<file path="src/rtl/ifetch_queue.sv">
// ifetch_queue: instruction fetch unit with a decoupled prefetch queue.
// Owns the fetch PC, issues word-aligned requests to instruction memory and
// buffers up to DEPTH returned instructions, each tagged with its PC, for decode.
// Optional build macro: IFETCH_PERF_COUNT_EN enables the perf_fetched /
// perf_flushed counters; without it both outputs are tied to zero.
//
// Handshakes: a transfer happens on a rising clock edge when both valid and
// ready are high in that cycle. valid never depends on ready of the same port.
// Memory responses carry no ready: they are accepted unconditionally, so the
// request side only issues when a queue slot is guaranteed for the response.
module ifetch_queue #(
  parameter int                ADDR_W   = 32,
  parameter int                DEPTH    = 4,
  parameter logic [ADDR_W-1:0] RESET_PC = '0,
  parameter int                CNT_W    = 32
) (
  input  logic              clock,
  input  logic              reset,
  output logic              imem_req_valid,
  output logic [ADDR_W-1:0] imem_req_addr,
  input  logic              imem_req_ready,
  input  logic              imem_rsp_valid,
  input  logic [31:0]       imem_rsp_data,
  input  logic              redirect_valid,
  input  logic [ADDR_W-1:0] redirect_addr,
  output logic              inst_valid,
  output logic [31:0]       inst_data,
  output logic [ADDR_W-1:0] inst_pc,
  output logic [ADDR_W-1:0] inst_link_addr,
  input  logic              inst_ready,
  output logic [CNT_W-1:0]  perf_fetched,
  output logic [CNT_W-1:0]  perf_flushed
);

  localparam int            PTR_W   = $clog2(DEPTH);
  localparam int            CW      = PTR_W + 1;
  localparam logic [CW:0]   DEPTH_E = (CW + 1)'(DEPTH);
  localparam logic [CW-1:0] DEPTH_C = CW'(DEPTH);

  // Fetch PC and request bookkeeping
  logic [ADDR_W-1:0] fpc_q;
  logic [ADDR_W-1:0] tag_pc [DEPTH];
  logic [PTR_W-1:0]  tag_rd, tag_wr;
  logic [CW-1:0]     outst_q;
  logic [CW-1:0]     drop_q;

  // Instruction queue
  logic [31:0]       q_data [DEPTH];
  logic [ADDR_W-1:0] q_pc   [DEPTH];
  logic [PTR_W-1:0]  q_rd, q_wr;
  logic [CW-1:0]     q_cnt;

  // Last presented head, shown while the queue is empty
  logic [31:0]       hold_data;
  logic [ADDR_W-1:0] hold_pc;
  logic [ADDR_W-1:0] hold_link;

  logic [CW:0]       credit_used;
  logic              req_fire;
  logic              rsp_keep;
  logic              rsp_drop;
  logic              pop;
  logic [ADDR_W-1:0] head_pc;
  logic              unused_addr_bits;

  // Slots already promised: queued entries plus responses still to be kept.
  assign credit_used    = {1'b0, q_cnt} + {1'b0, outst_q} - {1'b0, drop_q};
  assign imem_req_valid = !reset && !redirect_valid &&
                          (credit_used < DEPTH_E) && (outst_q < DEPTH_C);
  assign imem_req_addr  = fpc_q;
  assign req_fire       = imem_req_valid && imem_req_ready;

  // A response in a redirect cycle belongs to the old stream and is discarded.
  assign rsp_keep = imem_rsp_valid && !redirect_valid && (drop_q == '0);
  assign rsp_drop = imem_rsp_valid && !redirect_valid && (drop_q != '0);
  assign pop      = inst_valid && inst_ready && !redirect_valid;

  assign head_pc        = q_pc[q_rd];
  assign inst_valid     = (q_cnt != '0);
  assign inst_data      = inst_valid ? q_data[q_rd] : hold_data;
  assign inst_pc        = inst_valid ? head_pc : hold_pc;
  assign inst_link_addr = inst_valid ? head_pc + ADDR_W'(4) : hold_link;

  assign unused_addr_bits = ^redirect_addr[1:0];

  // Fetch PC, tag pointers, outstanding and drop accounting
  always_ff @(posedge clock) begin
    if (reset) begin
      fpc_q   <= RESET_PC;
      tag_rd  <= '0;
      tag_wr  <= '0;
      outst_q <= '0;
      drop_q  <= '0;
    end else begin
      if (redirect_valid) begin
        fpc_q <= {redirect_addr[ADDR_W-1:2], 2'b00};
      end else if (req_fire) begin
        fpc_q <= fpc_q + ADDR_W'(4);
      end
      if (req_fire) begin
        tag_wr <= tag_wr + PTR_W'(1);
      end
      if (imem_rsp_valid) begin
        tag_rd <= tag_rd + PTR_W'(1);
      end
      case ({req_fire, imem_rsp_valid})
        2'b10:   outst_q <= outst_q + CW'(1);
        2'b01:   outst_q <= outst_q - CW'(1);
        default: outst_q <= outst_q;
      endcase
      // Every request still in flight after this cycle belongs to the old stream.
      if (redirect_valid) begin
        drop_q <= outst_q - CW'(imem_rsp_valid);
      end else if (rsp_drop) begin
        drop_q <= drop_q - CW'(1);
      end
    end
  end

  // Tag and queue storage (no reset needed, validity lives in the pointers)
  always_ff @(posedge clock) begin
    if (req_fire) begin
      tag_pc[tag_wr] <= fpc_q;
    end
    if (rsp_keep && !reset) begin
      q_data[q_wr] <= imem_rsp_data;
      q_pc[q_wr]   <= tag_pc[tag_rd];
    end
  end

  // Queue pointers and occupancy; redirect empties the queue
  always_ff @(posedge clock) begin
    if (reset || redirect_valid) begin
      q_rd  <= '0;
      q_wr  <= '0;
      q_cnt <= '0;
    end else begin
      if (rsp_keep) begin
        q_wr <= q_wr + PTR_W'(1);
      end
      if (pop) begin
        q_rd <= q_rd + PTR_W'(1);
      end
      case ({rsp_keep, pop})
        2'b10:   q_cnt <= q_cnt + CW'(1);
        2'b01:   q_cnt <= q_cnt - CW'(1);
        default: q_cnt <= q_cnt;
      endcase
    end
  end

  // Track the head being presented so the outputs hold once the queue drains
  always_ff @(posedge clock) begin
    if (reset) begin
      hold_data <= '0;
      hold_pc   <= '0;
      hold_link <= '0;
    end else if (inst_valid) begin
      hold_data <= q_data[q_rd];
      hold_pc   <= head_pc;
      hold_link <= head_pc + ADDR_W'(4);
    end
  end

  // Credit rule means a kept response always finds room and has a request behind it
  always_ff @(posedge clock) begin
    if (!reset) begin
      assert (!(rsp_keep && (q_cnt == DEPTH_C)));
      assert (!(imem_rsp_valid && (outst_q == '0)));
    end
  end

`ifdef IFETCH_PERF_COUNT_EN
  logic [CNT_W-1:0] fetched_q;
  logic [CNT_W-1:0] flushed_q;

  // Delivered and discarded instruction counters, wrapping
  always_ff @(posedge clock) begin
    if (reset) begin
      fetched_q <= '0;
      flushed_q <= '0;
    end else begin
      if (pop) begin
        fetched_q <= fetched_q + CNT_W'(1);
      end
      if (redirect_valid) begin
        flushed_q <= flushed_q + CNT_W'(q_cnt) + CNT_W'(imem_rsp_valid);
      end else if (rsp_drop) begin
        flushed_q <= flushed_q + CNT_W'(1);
      end
    end
  end

  assign perf_fetched = fetched_q;
  assign perf_flushed = flushed_q;
`else
  assign perf_fetched = '0;
  assign perf_flushed = '0;
`endif

endmodule

</file>
<file path="config.mk">
export PLATFORM = sky130hd
export DESIGN_NAME = ifetch_queue
export DESIGN_NICKNAME = d
export VERILOG_FILES = /design/src/rtl/ifetch_queue.sv
export SDC_FILE = /design/constraint.sdc
export NUM_CORES = 1
export LEC_CHECK = 0
export ABC_AREA = 1
export BUFFER_PORTS_ARGS = -buffer_cell sky130_fd_sc_hd__clkbuf_2
export CORE_MARGIN = 3
export CORE_UTILIZATION = 53
export CTS_BUF_LIST = sky130_fd_sc_hd__clkbuf_4 sky130_fd_sc_hd__clkbuf_8 sky130_fd_sc_hd__clkbuf_16
export DETAILED_ROUTE_END_ITERATION = 12
export GPL_TIMING_DRIVEN = 1
export PLACE_DENSITY = 0.75
export REMOVE_ABC_BUFFERS = 1
export SLEW_MARGIN = 20
export SYNTH_ARGS = -nofsm -noshare
export SYNTH_HDL_FRONTEND = slang
export SYNTH_SLANG_ARGS = --single-unit
</file>
<file path="constraint.sdc">
create_clock -name clock -period 4.1 [get_ports clock]
set_input_delay 0.205 -clock clock [delete_from_list [all_inputs] [get_ports clock]]
set_output_delay 0.205 -clock clock [all_outputs]
set_load 0.02 [all_outputs]
</file>
==> flow_metrics.py <==
metrics = {
    "final_layout": {
        "nets": 2677,
        "drive_gt1_share_pct": 14.0,
        "final_area_sq_um": 26200,
        "multi_input_area_sq_um": 7390,
        "diodes": 0,
        "final_util_pct": 62.1,
        "area_growth_pct": 15.5,
        "register_area_sq_um": 14000,
        "fillers": 3348,
    },
    "sta": {
        "fin_tns_setup_ps": 0,
        "fin_skew_ps": 14.9,
        "setup_violations": 0,
        "layout_min_cycle_time_ps": 3480,
        "setup_slack_ps": 615,
        "rsz0062_at_grt": "false",
        "finalHoldViolCount": 0,
        "min_period_over_period_pct": 85.0,
        "relSlewSlack_pct": 31.1,
        "slew_viol_final": 0,
        "worst_slew_pin_slew_ps": 1030,
        "fmax_mhz": 287,
        "fin_hold_ws_ps": 29.3,
    },
    "drt": {
        "ant_nets": 0,
        "initialDrtViolationCount": 1344,
        "dr.pass1.iters": 6,
        "routed_via_density": 5.40,
        "num_vias": 17100,
        "post_drt_wl_per_cell_microns": 16.7,
        "wl_microns": 52700,
        "drc": 0,
    },
    "synthesis": {
        "synth-edff-count": 368,
        "synthFlopType": "edfxtp_1",
        "yosysMostFrequentCell": "nand2_1",
        "synth_cell_type_count": 42,
        "synth_top_cell_area_share_pct": 48.8,
        "synth.largest_area_cell": "edfxtp_1",
        "synthTopCellsByCount": "nand2_1, edfxtp_1, nor2_1",
        "yosysWarnings": 0,
        "synth.cell_area_sq_um": 22700,
        "ys_seq_area_share_pct": 61.8,
        "synth_seq_cells": 515,
        "async_flop_share_pct": 0,
        "synth_cells": 2363,
        "ys_top_cells_by_area": "edfxtp_1, dfxtp_1, nand2_1, nor2_1, o21ai_0",
        "synth_area_per_cell_sq_um": 9.59,
    },
    "clock_tree": {
        "clockBufferDepth": 3,
        "path_clk_slew_ps": 60,
        "numCtsBuffers": 52,
        "h-tree-depth": 2,
        "cts_tree": "done",
        "post_cts_buffers": 0,
        "root_buffer": "clkbuf_16",
        "clock_latency_ps": 580,
        "cts.sinks": 515,
    },
    "worst_setup_path": {
        "required_ps": 3890,
        "cp_max_fo": 125,
        "path_class": "flip-flop to output pin",
        "cp-start-kind": "flip-flop",
        "critPathArrivalTime_ps": 3280,
        "cp-end-kind": "output pin",
        "rrSetupSlack_ps": 930,
    },
    "worst_hold_path": {
        "hp-class": "primary input to flip-flop",
    },
    "die": {
        "die-area_sq_um": 45300,
        "rows": 75,
        "floorplan.initialDensity_pct": 53.8,
        "die_w_microns": 213,
        "core_area_sq_um": 42100,
        "die_h_microns": 213,
        "ioPinCount": 264,
    },
    "grt": {
        "use_met3_pct": 2.92,
        "grt_max_degree": 158,
        "grt_first_pass_wirelength_microns": 81700,
        "grt-ovfl-total": 0,
        "track_usage_pct": 22.7,
        "grt_pass1_vias": 16000,
        "grt_use_met2_pct": 38.7,
        "antenna_found_initial": 0,
        "grt.busiest_layer": "met2",
        "globalRouteMet1Util_pct": 30.7,
    },
    "placement": {
        "postPlaceCellArea_sq_um": 23800,
        "hpwl_microns": 32100,
        "place.gp.congestion": 0.909,
        "dp_slack_ps": 941,
        "portBuffers": 195,
    },
    "flow_run": {
        "max_cap_viol_count": 0,
    },
    "run_status": {
        "status": "complete, no violations",
    },
    "power_and_ir_drop": {
        "power.leakage_nw": 10.5,
        "ir_drop_v": 0.000289,
        "power_density_nw_per_um2": 458,
    },
}
[logic make-up after synthesis]
kind of cell,after synthesis,share of synthesized area [%]
AOI/OAI and AO/OA,404,9.77
xor gates and xnor gates,20,0.773
adders and majority gates,23,1.40
buffers and inverters,319,6.90
DFF,515,61.8
other,1,0.0165
and+or+nand+nor,1081,19.4
[worst paths after layout]
check                                      start                 end  cells past startpoint
worst max-delay path                   flip-flop  inst_link_addr[16]                     14
worst min-delay path            redirect_addr[5]    imem_req_addr[5]                      5
worst max register to register          q_cnt[1]   imem_req_addr[24]                     15
worst min register to register      hold_link[0]        hold_link[0]                      2
[cells in the final DEF (no fill, tap or decap), types with 26 or more instances in the layout]
cell | synthesis | final
a211oi_1 | 26 | 26
a21oi_1 | 125 | 125
buf_4 | 73 | 26
clkbuf_16 | 0 | 53
clkbuf_2 | 0 | 194
conb_1 | 1 | 66
dfxtp_1 | 147 | 145
dlygate4sd3_1 | 0 | 59
edfxtp_1 | 368 | 368
inv_1 | 134 | 133
nand2_1 | 635 | 635
nand3_1 | 117 | 117
nor2_1 | 257 | 249
o21ai_0 | 173 | 173
o22ai_1 | 62 | 62
[power breakdown]
group          switching, mW  internal (mW)  total [mW]
registers             0.0907           5.75        5.84
logic                  0.949          0.414        1.36
clock network           1.93           2.84        4.77
[per-layer routing]
metal / share of wire (%) / vias to the layer above
li1: - / 8277
met1: 42 / 8054
met2: 48 / 660
met3: 7.1 / 91
met4: 2.4 / 0
met5: 0 / -
[state kept, by name, indices dropped and copies added, names as in the netlist, named ones only]
signal	cells
drop_q	3
hold_pc	32
outst_q	3
hold_data	32
q_data	128
q_wr	2
tag_rd	2
tag_pc	120
hold_link	32
q_rd	2
q_pc	120
imem_req_addr	30
q_cnt	3
tag_wr	2
[through the flow]
step / power [mW] / cells
after floorplan: 6.78 / 2247
after global placement: 7.21 / 3010
after detailed placement: 7.26 / 3010
after CTS: 12.1 / 3164
after global routing: 12.4 / 3164
final: 12.0 / 3164
[timing repair]
item / in CTS / in global routing
resized for setup: 0 / 0
hold buffers: 59 / 0
hold endpoints to repair: 155 / 0
[critical path, cell delays in order, from the launching register on]
cell      delay [ps]
dfxtp_4          370
inv_8            490
nand2_1          110
nand3_1          100
nand2_1          100
inv_2             90
ha_1             190
nand2_1          100
nor2_2           200
nand2_1          160
o21bai_4         250
nor2_1            70
nor2_1           180
inv_1             70
clkbuf_2         160
[layout make-up]
cell class | instances | share of cell area [%]
clock buffers | 70 | 5.63
clock inverters | 25 | 1.01
inverters | 138 | 2.01
multi-input cells | 1594 | 28.3
flip-flops and latches | 515 | 53.5
well taps | 539 | 2.58
repair buffers | 283 | 7.02
Power figures use the tool's default switching activity.
